--- config.mk ---
export PLATFORM = sky130hd
export DESIGN_NAME = uart_tx_fifo
export DESIGN_NICKNAME = d
export VERILOG_FILES = /design/src/rtl/uart_tx_fifo_pkg.sv /design/src/rtl/uart_tx_fifo_wr_edge_sync.sv /design/src/rtl/uart_tx_fifo.sv
export SDC_FILE = /design/constraint.sdc
export NUM_CORES = 1
export LEC_CHECK = 0
export CELL_PAD_IN_SITES_DETAIL_PLACEMENT = 0
export CELL_PAD_IN_SITES_GLOBAL_PLACEMENT = 1
export CORE_MARGIN = 8
export CORE_UTILIZATION = 35
export DETAILED_ROUTE_END_ITERATION = 7
export HOLD_SLACK_MARGIN = 0.12
export PLACE_DENSITY = 0.67
export SLEW_MARGIN = 20
export SYNTH_ARGS = -nofsm -noshare
export SYNTH_HDL_FRONTEND = slang
export SYNTH_SLANG_ARGS = --single-unit
--- constraint.sdc ---
create_clock -name clk -period 4.4 [get_ports clk]
set_clock_uncertainty 0.2 [all_clocks]
set_input_delay 0.88 -clock clk [delete_from_list [all_inputs] [get_ports clk]]
set_output_delay 0.88 -clock clk [all_outputs]
set_load 0.02 [all_outputs]
--- src/rtl/uart_tx_fifo_pkg.sv ---
// Shared constants and drain-FSM encoding for the debug UART transmit buffer.
package uart_tx_fifo_pkg;

    localparam int UART_BYTE_W   = 8;
    localparam int DEFAULT_DEPTH = 16;

    typedef enum logic [1:0] {
        TX_IDLE  = 2'd0,
        TX_START = 2'd1,
        TX_BUSY  = 2'd2,
        TX_GAP   = 2'd3
    } tx_state_t;

endpackage

--- src/rtl/uart_tx_fifo_wr_edge_sync.sv ---
// Brings the slow-domain write level into clk and emits one fire pulse per rising edge.
module uart_tx_fifo_wr_edge_sync (
    input  logic clk,
    input  logic reset,
    input  logic i_valid,
    output logic o_fire
);

    logic r_s1;
    logic r_s2;
    logic r_s3;

    always_ff @(posedge clk) begin
        if (reset) begin
            r_s1 <= 1'b0;
            r_s2 <= 1'b0;
            r_s3 <= 1'b0;
        end else begin
            r_s1 <= i_valid;
            r_s2 <= r_s1;
            r_s3 <= r_s2;
        end
    end

    assign o_fire = r_s2 & ~r_s3;

endmodule

--- src/rtl/uart_tx_fifo.sv ---
// Circular byte FIFO between the core's debug writes and the uart_tx serializer.
module uart_tx_fifo
    import uart_tx_fifo_pkg::*;
#(
    parameter int DEPTH   = DEFAULT_DEPTH,
    parameter int ADDR_W  = $clog2(DEPTH),
    parameter int WR_EDGE = 1
) (
    input  logic                   clk,
    input  logic                   reset,
    input  logic [UART_BYTE_W-1:0] wr_data,
    input  logic                   wr_valid,
    output logic                   full,
    output logic                   empty,
    output logic [ADDR_W:0]        count,
    output logic                   overflow,
    output logic [UART_BYTE_W-1:0] tx_byte_o,
    output logic                   tx_dv_o,
    input  logic                   tx_active_i,
    input  logic                   tx_done_i
);

    localparam logic [ADDR_W:0] FULL_CNT = (ADDR_W+1)'(DEPTH);

    logic [UART_BYTE_W-1:0] r_mem [DEPTH];
    logic [ADDR_W-1:0]      r_wr_ptr;
    logic [ADDR_W-1:0]      r_rd_ptr;
    logic [ADDR_W:0]        r_count;
    logic                   r_full;
    logic                   r_empty;
    logic                   r_overflow;
    logic [UART_BYTE_W-1:0] r_tx_byte;
    tx_state_t              r_state;

    tx_state_t              w_state_nxt;
    logic                   w_wr_fire;
    logic                   w_push;
    logic                   w_pop;
    logic [ADDR_W:0]        w_count_nxt;
    logic                   w_tx_dv;

    generate
        if (WR_EDGE != 0) begin : g_edge
            uart_tx_fifo_wr_edge_sync u_sync (
                .clk     (clk),
                .reset   (reset),
                .i_valid (wr_valid),
                .o_fire  (w_wr_fire)
            );
        end else begin : g_level
            assign w_wr_fire = wr_valid;
        end
    endgenerate

    // full/empty are the registered view, so a write racing a pop on a full FIFO is dropped
    assign w_push      = w_wr_fire & ~r_full;
    assign w_pop       = (r_state == TX_IDLE) & (w_state_nxt == TX_START);
    assign w_count_nxt = r_count + {{ADDR_W{1'b0}}, w_push} - {{ADDR_W{1'b0}}, w_pop};

    always_ff @(posedge clk) begin
        if (w_push)
            r_mem[r_wr_ptr] <= wr_data;
    end

    always_ff @(posedge clk) begin
        if (reset) begin
            r_wr_ptr   <= '0;
            r_rd_ptr   <= '0;
            r_count    <= '0;
            r_full     <= 1'b0;
            r_empty    <= 1'b1;
            r_overflow <= 1'b0;
            r_tx_byte  <= '0;
        end else begin
            if (w_push)
                r_wr_ptr <= r_wr_ptr + ADDR_W'(1);
            if (w_wr_fire && r_full)
                r_overflow <= 1'b1;
            if (w_pop) begin
                r_tx_byte <= r_mem[r_rd_ptr];
                r_rd_ptr  <= r_rd_ptr + ADDR_W'(1);
            end
            r_count <= w_count_nxt;
            r_full  <= (w_count_nxt == FULL_CNT);
            r_empty <= (w_count_nxt == '0);
        end
    end

    always_ff @(posedge clk) begin
        if (reset)
            r_state <= TX_IDLE;
        else
            r_state <= w_state_nxt;
    end

    // Gating on tx_active_i keeps us from strobing DV into a frame left over from before reset
    always_comb begin
        w_state_nxt = r_state;
        case (r_state)
            TX_IDLE:  if (!r_empty && !tx_active_i) w_state_nxt = TX_START;
            TX_START: w_state_nxt = TX_BUSY;
            TX_BUSY:  if (tx_done_i) w_state_nxt = TX_GAP;
            TX_GAP:   w_state_nxt = TX_IDLE;
            default:  w_state_nxt = TX_IDLE;
        endcase
    end

    always_comb begin
        w_tx_dv = (r_state == TX_START);
    end

    assign full      = r_full;
    assign empty     = r_empty;
    assign count     = r_count;
    assign overflow  = r_overflow;
    assign tx_byte_o = r_tx_byte;
    assign tx_dv_o   = w_tx_dv;

endmodule

## After elaboration in Yosys (flattened, before gate mapping)

Memory sizes are Yosys's and may differ from the RTL's. A register that Yosys moved wholly into a read port is not among the register bits.
Index checks and enable logic that the tools add are counted.

| operators by class | value |
|---|---|
| $add $sub $neg | 4 |
| equal/unequal tests | 5 |
| muxes and demuxes | 5 |
| bitwise logic cells | 5 |
| reduce and logical (&&, ||, !) cells | 6 |

Operator list:

| operator | count |
|---|---|
| $add 4x1->4 const B | 2 |
| $pmux 2 s4 | 1 |
| $add 5x1->5 | 1 |
| $eq 5x5->1 const B | 1 |
| $logic_not 5->1 | 1 |
| $sub 5x1->5 | 1 |
| $eq 2x1->1 const B | 2 |
| $eq 2x2->1 const B | 2 |
| $mux 2 | 2 |
| $and 1x1->1 | 3 |
| $logic_and 1x1->1 | 2 |
| $logic_not 1->1 | 2 |
| $logic_not 2->1 | 1 |
| $mux 1 | 2 |
| $not 1->1 | 2 |

| word-level totals | value |
|---|---|
| register bits after elaboration | 21 |
| RAM bits | 128 |
| logic and storage cells | 36 |
| memories kept | 1 |

Memory list:

| memory | depth | width | rd ports | clocked after Yosys merged registers in | wr ports | RTL line | source |
|---|---|---|---|---|---|---|---|
| r_mem | 16 | 8 | 1 | 1 | 1 | uart_tx_fifo.sv:25 | `logic [UART_BYTE_W-1:0] r_mem [DEPTH];` |

## Depth between registers and ports, before layout

Gate-level depths: netlist of the first run.

| depth | value |
|---|---|
| depth after elaboration | 8 |
| depth in mapped cells | 14 |
| depth with buffers taken out | 14 |

## Modules after synthesis

A second synthesis of the first run with hierarchy kept.

| second synthesis, totals | value |
|---|---|
| cells, all modules | 344 |
| area total of the unflattened synthesis | 6193.4 µm² |

Modules (own cells, without submodules):

| module | times used | cells each | area an instance (µm²) | sequential area each (µm²) |
|---|---|---|---|---|
| uart_tx_fifo | 1 | 337 | 6105.9 | 4364.2 |
| uart_tx_fifo_wr_edge_sync | 1 | 7 | 87.6 | 60.1 |

## Worst setup path before layout of the first run

No wires, ideal clock.

| timing path | value |
|---|---|
| path type | input-to-reg |
| start point | input port tx_active_i |
| end point | register r_full (netlist: full) |
| arrival time | 3193 ps |
| data required time | 4086 ps |
| setup slack | 893 ps |
| stages on the path | 11 |
| cells stage by stage | o21bai_1 nand2_1 inv_1 ha_1 inv_1 ha_1 inv_1 fa_1 xnor2_1 or3b_2 a2111oi_0 |

| on the way | value |
|---|---|
| word-level cells in the longest chain between the ends | 8 |

RTL lines:

| what | RTL line | source |
|---|---|---|
| start, declared | uart_tx_fifo.sv:19 | `input logic tx_active_i,` |
| $logic_not 1->1 | uart_tx_fifo.sv:100 | `TX_IDLE: if (!r_empty && !tx_active_i) w_state_nxt = TX_START;` |
| $logic_and 1x1->1 | uart_tx_fifo.sv:100 |  |
| $mux 2 | uart_tx_fifo.sv:100 |  |
| $pmux 2 s4 | uart_tx_fifo.sv:99 | `case (r_state)` |
| $eq 2x1->1 | uart_tx_fifo.sv:57 | `assign w_pop = (r_state == TX_IDLE) & (w_state_nxt == TX_START);` |
| $and 1x1->1 | uart_tx_fifo.sv:57 |  |
| net w_pop | uart_tx_fifo.sv:38 | `logic w_pop;` |
| $sub 5x1->5 | uart_tx_fifo.sv:58 | `assign w_count_nxt = r_count + {{ADDR_W{1'b0}}, w_push} - {{ADDR_W{1'b0}}, w_pop};` |
| $eq 5x5->1 | uart_tx_fifo.sv:84 | `r_full <= (w_count_nxt == FULL_CNT);` |
| end signal, assigned | uart_tx_fifo.sv:84 |  |
| end, declared | uart_tx_fifo.sv:29 | `logic r_full;` |

The timed path passes the listed nets, and every way through them passes these cells.
A chain may end at the register's enable or synchronous reset.

## Final worst setup path of the first run

Same ends and word-level chain as after synthesis.

==> results of run 1 <==
[power groups by stage]
stage	clock network, uW	logic, uW	registers [uW]
6_report	1510	848	1750
4_1_cts	1530	862	1750
5_1_grt	1590	933	1760
2_1_floorplan	0	518	1820
3_5_place_dp	0	856	1780
3_3_place_gp	0	843	1780
[state kept, by name (all words and copies together) (netlist names)]
register            count
g_edge.u_sync.r_s2      1
g_edge.u_sync.r_s3      1
count                   5
overflow                1
r_rd_ptr                4
full                    1
g_edge.u_sync.r_s1      1
r_state                 2
empty                   1
tx_byte_o               8
r_wr_ptr                4
r_mem                 128
[synthesized netlist by cell type, types with 2 or more instances]
master,n,area share [%]
o21ai_0,3,0.24
xnor2_1,4,0.57
o221ai_1,7,0.99
mux4_2,31,11
inv_1,13,0.79
nand2b_1,2,0.20
mux2i_1,15,2.4
xor2_1,6,0.85
dfxtp_1,29,9.4
edfxtp_1,128,62
nor2b_1,8,0.81
clkbuf_1,8,0.48
nor3_1,4,0.32
ha_1,13,2.6
nand2_1,8,0.48
a21oi_1,4,0.32
buf_1,2,0.12
nand3b_1,8,0.97
buf_2,5,0.40
mux4_1,2,0.85
nor2_1,25,1.5
nand3_1,2,0.16
or3_1,2,0.20
[area by class of cell]
cell class	count	area, um2
fill	1516	9880
sequential	157	4430
multi-input combinational	157	1660
clock buffer	20	437
timing repair buffer	44	403
tap	225	282
clock inverter	12	170
inverter	13	48.8
[cells by family after synthesis]
group,after synthesis
buf+inv,29
simple gates,64
fa+ha+maj,14
mux,48
flops,157
xor+xnor,10
compound gates,21
[stage by stage]
step / hold WS [ps] / cells / instance area [um2] / total power, uW / utilization, %
finish: 252 / 628 / 7420 / 4100 / 42.9
global route: 268 / 628 / 7420 / 4290 / 42.9
CTS: 259 / 628 / 7420 / 4150 / 42.9
detailed placement: 242 / 596 / 6810 / 2640 / 39.4
global placement: 236 / 596 / 6810 / 2620 / 39.4
floorplan: 214 / 343 / 6200 / 2340 / -
[worst paths after layout]
| path | from | to | slack, ps | cells past startpoint |
|---|---|---|---|---|
| max reg2reg | r_state[0] | full | 1100 | 13 |
| max | tx_active_i | full | 880 | 12 |
| min | g_edge.u_sync.r_s1 | g_edge.u_sync.r_s2 | 250 | 1 |
| min reg2reg | g_edge.u_sync.r_s1 | g_edge.u_sync.r_s2 | 250 | 1 |
[routing by layer]
metal | up-vias | share of wire, % | track usage, % | wire, um
li1 | 1435 | - | - | -
met1 | 1599 | 45 | 15.2 | 5780
met2 | 60 | 49 | 20.1 | 6270
met3 | 17 | 4.7 | 3.88 | 599
met4 | 0 | 1.5 | 4.59 | 188
met5 | - | 0 | 0 | 0
==> summary.md, run 1 <==
| Metric | Value |
|---|---|
| # rows | `48` |
| Compound-Gate Fraction of Synth Area | `2.44%` |
| Largest family of logic cells by synthesized area | `multiplexers` |
| Maximum VDD drop | `446 uV` |
| GRT Overall Usage | `12.4%` |
| CTS tree | `done` |
| DP HPWL | `8170 um` |
| Layout cell share with drive strength beyond 1 | `19.4%` |
| Number of hold buffers added after cts | `0` |
| WP data arrival | `3610 ps` |
| Final setup viols | `0` |
| Relative slew slack | `29.7%` |
| Diode count | `0` |
| First-pass GRT wire length | `20,000 um` |
| Post-synth EDFFs | `128` |
| Synth Area per Inst | `18.1 um2` |
| Synthesized flop and latch total | `157` |
| DRC violations left | `0` |
| Crit path max-delay family | `adder cells` |
| Sw Share | `25.9%` |
| PwrDens | `553 nW/um2` |
| Largest net degree at the start of global routing | `32` |
| Status | `completed` |
| Placer Congestion | `0.744` |
| DIE WIDTH | `149 um` |
| Setup Crit Path Kind | `in2reg` |
| Max cap viols | `0` |
| Layout Nets | `417` |
| Tcrit/Tclk final | `79.9%` |
| Drt total wl | `12,800 um` |
| Xor and xnor fraction of the mapped netlist area | `1.41%` |
| Clock power share | `36.7%` |
| CP peak stage delay | `450 ps` |
| Logic pwr share | `20.7%` |
| Final hold vios | `0` |
| Global route overflow | `0` |
| Async SR Flop Fraction | `0%` |
| Net Switching | `1060 uW` |
| Worst min path class | `reg2reg` |
| DRT Pass-1 Iters | `4` |
| Post-CTS Setup Repair Bufs | `0` |
| Max FO, Critical Path | `3` |
| Crit path top cell by count | `inv_1` |
| Syn Std Cell Area | `6200 um2` |
| Routed via count | `3,111` |
| Resized cells post-CTS | `0` |
| Die Area | `22,200 um2` |
| Post-Synth Adder-Cell Area | `2.95%` |
| Worst slew pin tran | `1050 ps` |
| Port bufs | `29` |
| Antenna viol nets, final | `0` |
| Mapped Nets | `370` |
| Die height | `149 um` |
| DP Worst Slack | `452 ps` |
| Post-Synth Simple-Gate Area | `5.33%` |
| Initial antenna violation count | `0` |
| CP bufs+invs | `4` |
| Unrepaired setup endpoints after global routing | `no` |
| Clk Latency, worst-skew pair | `420 ps` |
| CP Capture Type | `flip-flop` |
| Final WS setup | `883 ps` |
| Commonest non-fill, non-tap cell in the layout | `edfxtp_1` |
| Worst EP required | `4500 ps` |
| Syn Inst Count | `343` |
| Clock buffer depth | `2` |
| Worst-path clk slew | `60 ps` |
| H-tree depth | `4` |
| Leak | `0.00239 uW` |
| Most frequent cells in the layout | `edfxtp_1 (128), mux4_2 (31), clkdlybuf4s50_1 (29)` |
| FMAX | `284 MHz` |
| Core Area | `17,300 um2` |
| TritonCTS Buffers | `17` |
| CP Launch Type | `primary input` |
| Seq pwr share | `42.7%` |
| Initial Util | `35.8%` |
| Internal power | `3040 uW` |
| Sequential element share of the synthesized area | `71.4%` |
| CTS root buf | `clkbuf_16` |
| Sink Count | `157` |
| Setup TNS | `0 ps` |
| DR WL/cell | `20.4 um` |
| Yosys warns | `0` |
| Worst path slowest cell | `clkdlybuf4s50_1` |
| Area delta synth->final | `19.7%` |
| Critical path cell sequence | `clkdlybuf4s50_1, o21bai_1, nand2_1, inv_1, ha_1, inv_1, ha_1, inv_1, fa_1, xnor2_1, or3b_2, a2111oi_0` |
| Final worst path period need | `3520 ps` |
| Number of global-route vias before repair | `3,387` |
| Distinct cells, synth | `37` |
| Initial DRC count | `229` |
| I/O pin count | `30` |
| Post-synthesis mux area share | `14.5%` |
| Top FF cell, synth | `edfxtp_1` |
| Max Slew Vio Count | `0` |
| Avg Vias per Cell | `4.95` |
Power figures use the tool's default switching activity.
==> run 2, diff against run 1 <==
clock period = 3.4 ns   (was 4.4 ns; I/O delays follow)
==> run 2 against run 1 <==
  * Via count is 3.9% higher
  * Total power increased by 34%
  * Routed wire length is 0.84% lower
  * Critical endpoint unchanged
  * Count of clock-buffer cells in the layout decreased by 1
  * Sequential cell count did not move
  * Final area is 1.8% higher
  * Global-route usage down 0.26 points
  * First-iteration DRC count fell by 7.9%
  * Non-clock buffer count is 12 higher
  * Core utilization grew 0.75 points
  * Critical path depth did not move
==> summary.md, run 2 (synthesis gave the netlist of run 1 again) <==
| Metric | Value |
|---|---|
| Initial antenna violation count | `0` |
| Final Core Density | `43.7%` |
| Initial Util | `35.8%` |
| Crit path max-delay family | `adder cells` |
| Number of hold buffers added after cts | `0` |
| Layout Nets | `429` |
| First-pass GRT wire length | `19,500 um` |
| DP HPWL | `8390 um` |
| Unrepaired setup endpoints after global routing | `no` |
| DRC violations left | `0` |
| Max FO, Critical Path | `2` |
| Total power | `5500 uW` |
| CTS root buf | `clkbuf_16` |
| Leak | `0.00247 uW` |
| Final hold vios | `0` |
| Initial DRC count | `211` |
| Reg2Reg Capture Point | `full` |
| Relative slew slack | `55.3%` |
| Worst path slowest cell | `clkdlybuf4s50_1` |
| CP Capture Type | `flip-flop` |
| H-tree depth | `4` |
| Design area | `7550 um2` |
| DP Worst Slack | `-242 ps` |
| Worst slew pin tran | `668 ps` |
| CP bufs+invs | `4` |
| Area delta synth->final | `21.8%` |
| Setup Crit Path Kind | `in2reg` |
| Dpl cells | `608` |
| Worst reg-to-reg path cell count | `13` |
| Max cap viols | `0` |
| Worst min path class | `reg2reg` |
| Largest register FFs | `128` |
| Final worst path period need | `3180 ps` |
| Final setup viols | `0` |
| Layout cell share with drive strength beyond 1 | `22.7%` |
| Reg-to-reg startpoint | `r_state[0]` |
| Antenna viol nets, final | `0` |
| DRT Pass-1 Iters | `6` |
| Worst EP required | `3530 ps` |
| Maximum VDD drop | `490 uV` |
| DIE WIDTH | `149 um` |
| Commonest non-fill, non-tap cell in the layout | `edfxtp_1` |
| Drt total wl | `12,700 um` |
| GRT Overall Usage | `12.1%` |
| Avg Vias per Cell | `5.05` |
| Routed via count | `3,231` |
| DR WL/cell | `19.9 um` |
| Die Area | `22,200 um2` |
| Status | `completed` |
| Most frequent cells in the layout | `edfxtp_1 (128), mux4_2 (31), clkdlybuf4s50_1 (29)` |
| Critical path cell sequence | `clkdlybuf4s50_1, o21bai_1, nand2_1, inv_1, ha_1, inv_1, ha_1, inv_1, fa_1, xnor2_1, or3b_2, a2111oi_2` |
| Diode count | `0` |
| Placer Congestion | `0.747` |
| Worst-path clk slew | `60 ps` |
| Core Area | `17,300 um2` |
| Non-Filler Instances | `640` |
| # rows | `48` |
| Tcrit/Tclk final | `93.6%` |
| Hold_sp | `g_edge.u_sync.r_s1` |
| Port bufs | `29` |
| TritonCTS Buffers | `17` |
| Number of global-route vias before repair | `3,316` |
| I/O pin count | `30` |
| Largest net degree at the start of global routing | `26` |
| Die height | `149 um` |
| Global route overflow | `0` |
| Clock buffer depth | `2` |
| Resized cells post-CTS | `0` |
| Worst R2R Setup Slack | `250 ps` |
| Crit path top cell by count | `inv_1` |
| Placed Area | `6900 um2` |
| Final WS setup | `217 ps` |
| CP Launch Type | `primary input` |
| WP data arrival | `3320 ps` |
| FMAX | `314 MHz` |
| Hold Path Depth | `1` |
| Largest Register | `r_mem` |
| Worst Hold Endpoint | `g_edge.u_sync.r_s2` |
| Max Slew Vio Count | `0` |
| Sink Count | `157` |
| CTS tree | `done` |
| Post-CTS Setup Repair Bufs | `0` |
| PwrDens | `728 nW/um2` |
| CP Depth | `12` |
| CP peak stage delay | `460 ps` |
| Clk Latency, worst-skew pair | `430 ps` |
[run 2: metrics by stage]
stage | hold WS, ps | TNS, ps
6_report | 254 | 0
5_1_grt | 264 | 0
4_1_cts | 260 | 0
3_5_place_dp | 254 | -286
3_3_place_gp | 236 | -208
2_1_floorplan | 214 | 0
[run 2: final cells by class]
class / count / area, um2
multi-input combinational: 157 / 1660
tap: 225 / 282
fill: 1492 / 9750
timing repair buffer: 56 / 493
clock inverter: 13 / 196
inverter: 13 / 48.8
sequential: 157 / 4430
clock buffer: 19 / 443
[run 2: worst max path at each step]
| stage | from | endpoint | slack, ps |
|---|---|---|---|
| after floorplan | tx_active_i | full | 90 |
| after global placement | tx_active_i | full | -200 |
| after detailed placement | tx_active_i | full | -240 |
| after CTS | r_state[0] | full | 120 |
| after global routing | r_state[0] | full | 40 |
| final | tx_active_i | full | 220 |
[run 2: worst register-to-register path, stage by stage, from the launching register on]
cell and delay (ps):
dfxtp_2 340, inv_1 70, ha_1 330, nor2b_2 160, nand2_1 80, inv_1 80, ha_1 220, inv_1 60
ha_1 150, inv_1 50, fa_1 390, xnor2_1 160, or3b_2 450, a2111oi_2 320
[run 2: metal layers]
layer,vias to the layer above,share of wire [%],GRT usage (%)
met3,10,4.8,4.31
met5,-,0,0
li1,1466,-,-
met1,1682,45,14.9
met2,73,49,19.0
met4,0,1.4,4.95
[run 2: power breakdown]
group / leakage, uW / total [uW] / switching [uW] / internal (uW)
clock: 0.000306 / 2030 / 721 / 1310
sequential: 0.00139 / 2260 / 85.0 / 2180
combinational: 0.000775 / 1200 / 596 / 602
total: 0.00247 / 5500 / 1400 / 4090
==> run 3, diff against run 2 <==
CTS_CLUSTER_SIZE = 12   (was default)
PLACE_DENSITY = default   (was 0.67)
PLACE_DENSITY_LB_ADDON = 0.25   (was default)
==> run 3 against run 2 <==
  * Register-to-register slack worse by 30 ps
  * Final area is 1.2% higher
  * Count of clock-buffer cells in the layout is 1 higher
  * Highest routed layer unchanged
  * Die area stayed put
  * Largest cell class unchanged
  * Critical path type is now reg2reg
  * Sequential share of layout area is 0.70 points lower
  * Clock power is 5% higher
==> summary.md, run 3 (synthesis gave the netlist of run 1 again) <==
| Metric | Value |
|---|---|
| Status | `completed` |
| H-tree depth | `4` |
| Most frequent cells in the layout | `edfxtp_1 (128), buf_4 (32), mux4_2 (31)` |
| DR WL/cell | `20.7 um` |
| Max cap viols | `0` |
| Non-Filler Instances | `646` |
| Commonest non-fill, non-tap cell in the layout | `edfxtp_1` |
| Drt total wl | `13,400 um` |
| First-pass GRT wire length | `20,200 um` |
| Max Slew Vio Count | `0` |
| Clk Latency, worst-skew pair | `420 ps` |
| Largest register FFs | `128` |
| Antenna viol nets, final | `0` |
| DRT Pass-1 Iters | `5` |
| Largest Register | `r_mem` |
| CP Capture Type | `flip-flop` |
| Port bufs | `29` |
| Relative slew slack | `51.9%` |
| GRT Overall Usage | `12.7%` |
| DRC violations left | `0` |
| Clock buffer depth | `2` |
| Worst EP required | `3510 ps` |
| Avg Vias per Cell | `4.98` |
| Design area | `7640 um2` |
| Met2 Usage GRT | `20.8%` |
| Diode count | `0` |
| Core Area | `17,300 um2` |
| Worst slew pin tran | `716 ps` |
| Largest net degree at the start of global routing | `35` |
| PwrDens | `736 nW/um2` |
| Initial Util | `35.8%` |
| Placer Congestion | `0.723` |
| Reg2Reg Capture Point | `full` |
| Final worst path period need | `3180 ps` |
| # rows | `48` |
| DP HPWL | `8840 um` |
| Worst min path class | `reg2reg` |
| Unrepaired setup endpoints after global routing | `no` |
| Worst R2R Setup Slack | `220 ps` |
| Crit path from | `r_state[0]` |
| Worst reg-to-reg path cell count | `13` |
| Final hold vios | `0` |
| Die Area | `22,200 um2` |
| Routed via count | `3,217` |
| Max FO, Critical Path | `3` |
| GR Util met3 | `3.34%` |
| Final setup viols | `0` |
| Initial DRC count | `233` |
| CTS root buf | `clkbuf_16` |
| Met1 Use GR | `16.0%` |
| Die height | `149 um` |
| CTS tree | `done` |
| I/O pin count | `30` |
| DIE WIDTH | `149 um` |
| Number of global-route vias before repair | `3,344` |
| Busiest metal layer after global routing | `met2` |
| WP data arrival | `3290 ps` |
| TritonCTS Buffers | `17` |
| Leak | `0.00253 uW` |
| Tcrit/Tclk final | `93.4%` |
| Setup crit end | `full` |
| Layout Nets | `435` |
| Sink Count | `157` |
| Maximum VDD drop | `438 uV` |
| Global route overflow | `0` |
| FMAX | `315 MHz` |
| Dpl cells | `614` |
| Setup Crit Path Kind | `reg2reg` |
| Placed Area | `6960 um2` |
| Worst-path clk slew | `60 ps` |
| CP Launch Type | `flip-flop` |
| Layout cell share with drive strength beyond 1 | `23.5%` |
| Area delta synth->final | `23.2%` |
| Reg-to-reg startpoint | `r_state[0]` |
| Initial antenna violation count | `0` |
run 3: how the worst min path moves through the flow:
stage	start	endpoint	slack, ps	depth (start not counted)
4_1_cts	g_edge.u_sync.r_s1	g_edge.u_sync.r_s2	240	1
5_1_grt	g_edge.u_sync.r_s1	g_edge.u_sync.r_s2	250	1
3_3_place_gp	g_edge.u_sync.r_s1	g_edge.u_sync.r_s2	230	1
6_report	g_edge.u_sync.r_s1	g_edge.u_sync.r_s2	240	1
3_5_place_dp	g_edge.u_sync.r_s1	g_edge.u_sync.r_s2	230	1
2_1_floorplan	g_edge.u_sync.r_s1	g_edge.u_sync.r_s2	210	1
run 3: repair_timing:
item / 4_1_cts / 5_1_grt
hold buffers: 0 / 0
gates resized for setup: 0 / 3
setup buffers: 0 / 0
setup endpoints to repair: 0 / 1
run 3: layer usage:
metal	share of wire, %	vias up
met5	0	-
met3	5.1	14
met4	1.3	0
li1	-	1473
met1	43	1662
met2	50	68
run 3: cell type report:
type                            instances  area, um2
Sequential cell                       157       4430
Inverter                               13       48.8
Clock buffer                           20        457
Multi-Input combinational cell        157       1660
Timing Repair Buffer                   62        551
Fill cell                            1514       9660
Tap cell                              225        282
Clock inverter                         12        215
run 3: report_power, final:
part	leakage (uW)	total [uW]	switching [uW]	internal, uW
combinational	0.000809	1230	601	627
sequential	0.00139	2270	89.8	2180
clock	0.000328	2130	718	1410
run 3: through the flow:
step | power (uW) | TNS [ps] | util (%) | setup WS (ps) | hold slack [ps]
3_3_place_gp | 3520 | -195 | 40.2 | -193 | 231
6_report | 5630 | 0 | 44.2 | 224 | 237
2_1_floorplan | 3020 | 0 | - | 92.6 | 214
5_1_grt | 5860 | 0 | 44.2 | 10.4 | 250
3_5_place_dp | 3530 | -229 | 40.2 | -215 | 227
4_1_cts | 5660 | 0 | 44.1 | 123 | 241
run 3: worst max-delay path, cell delays in order, from the launching register on:
cell and delay [ps]:
dfxtp_1 360, inv_1 80, ha_1 310, nor2b_2 160
nand2_1 80, inv_1 70, ha_1 220, inv_1 60
ha_1 150, inv_1 50, fa_1 400, xnor2_1 160
or3b_2 460, a2111oi_2 320
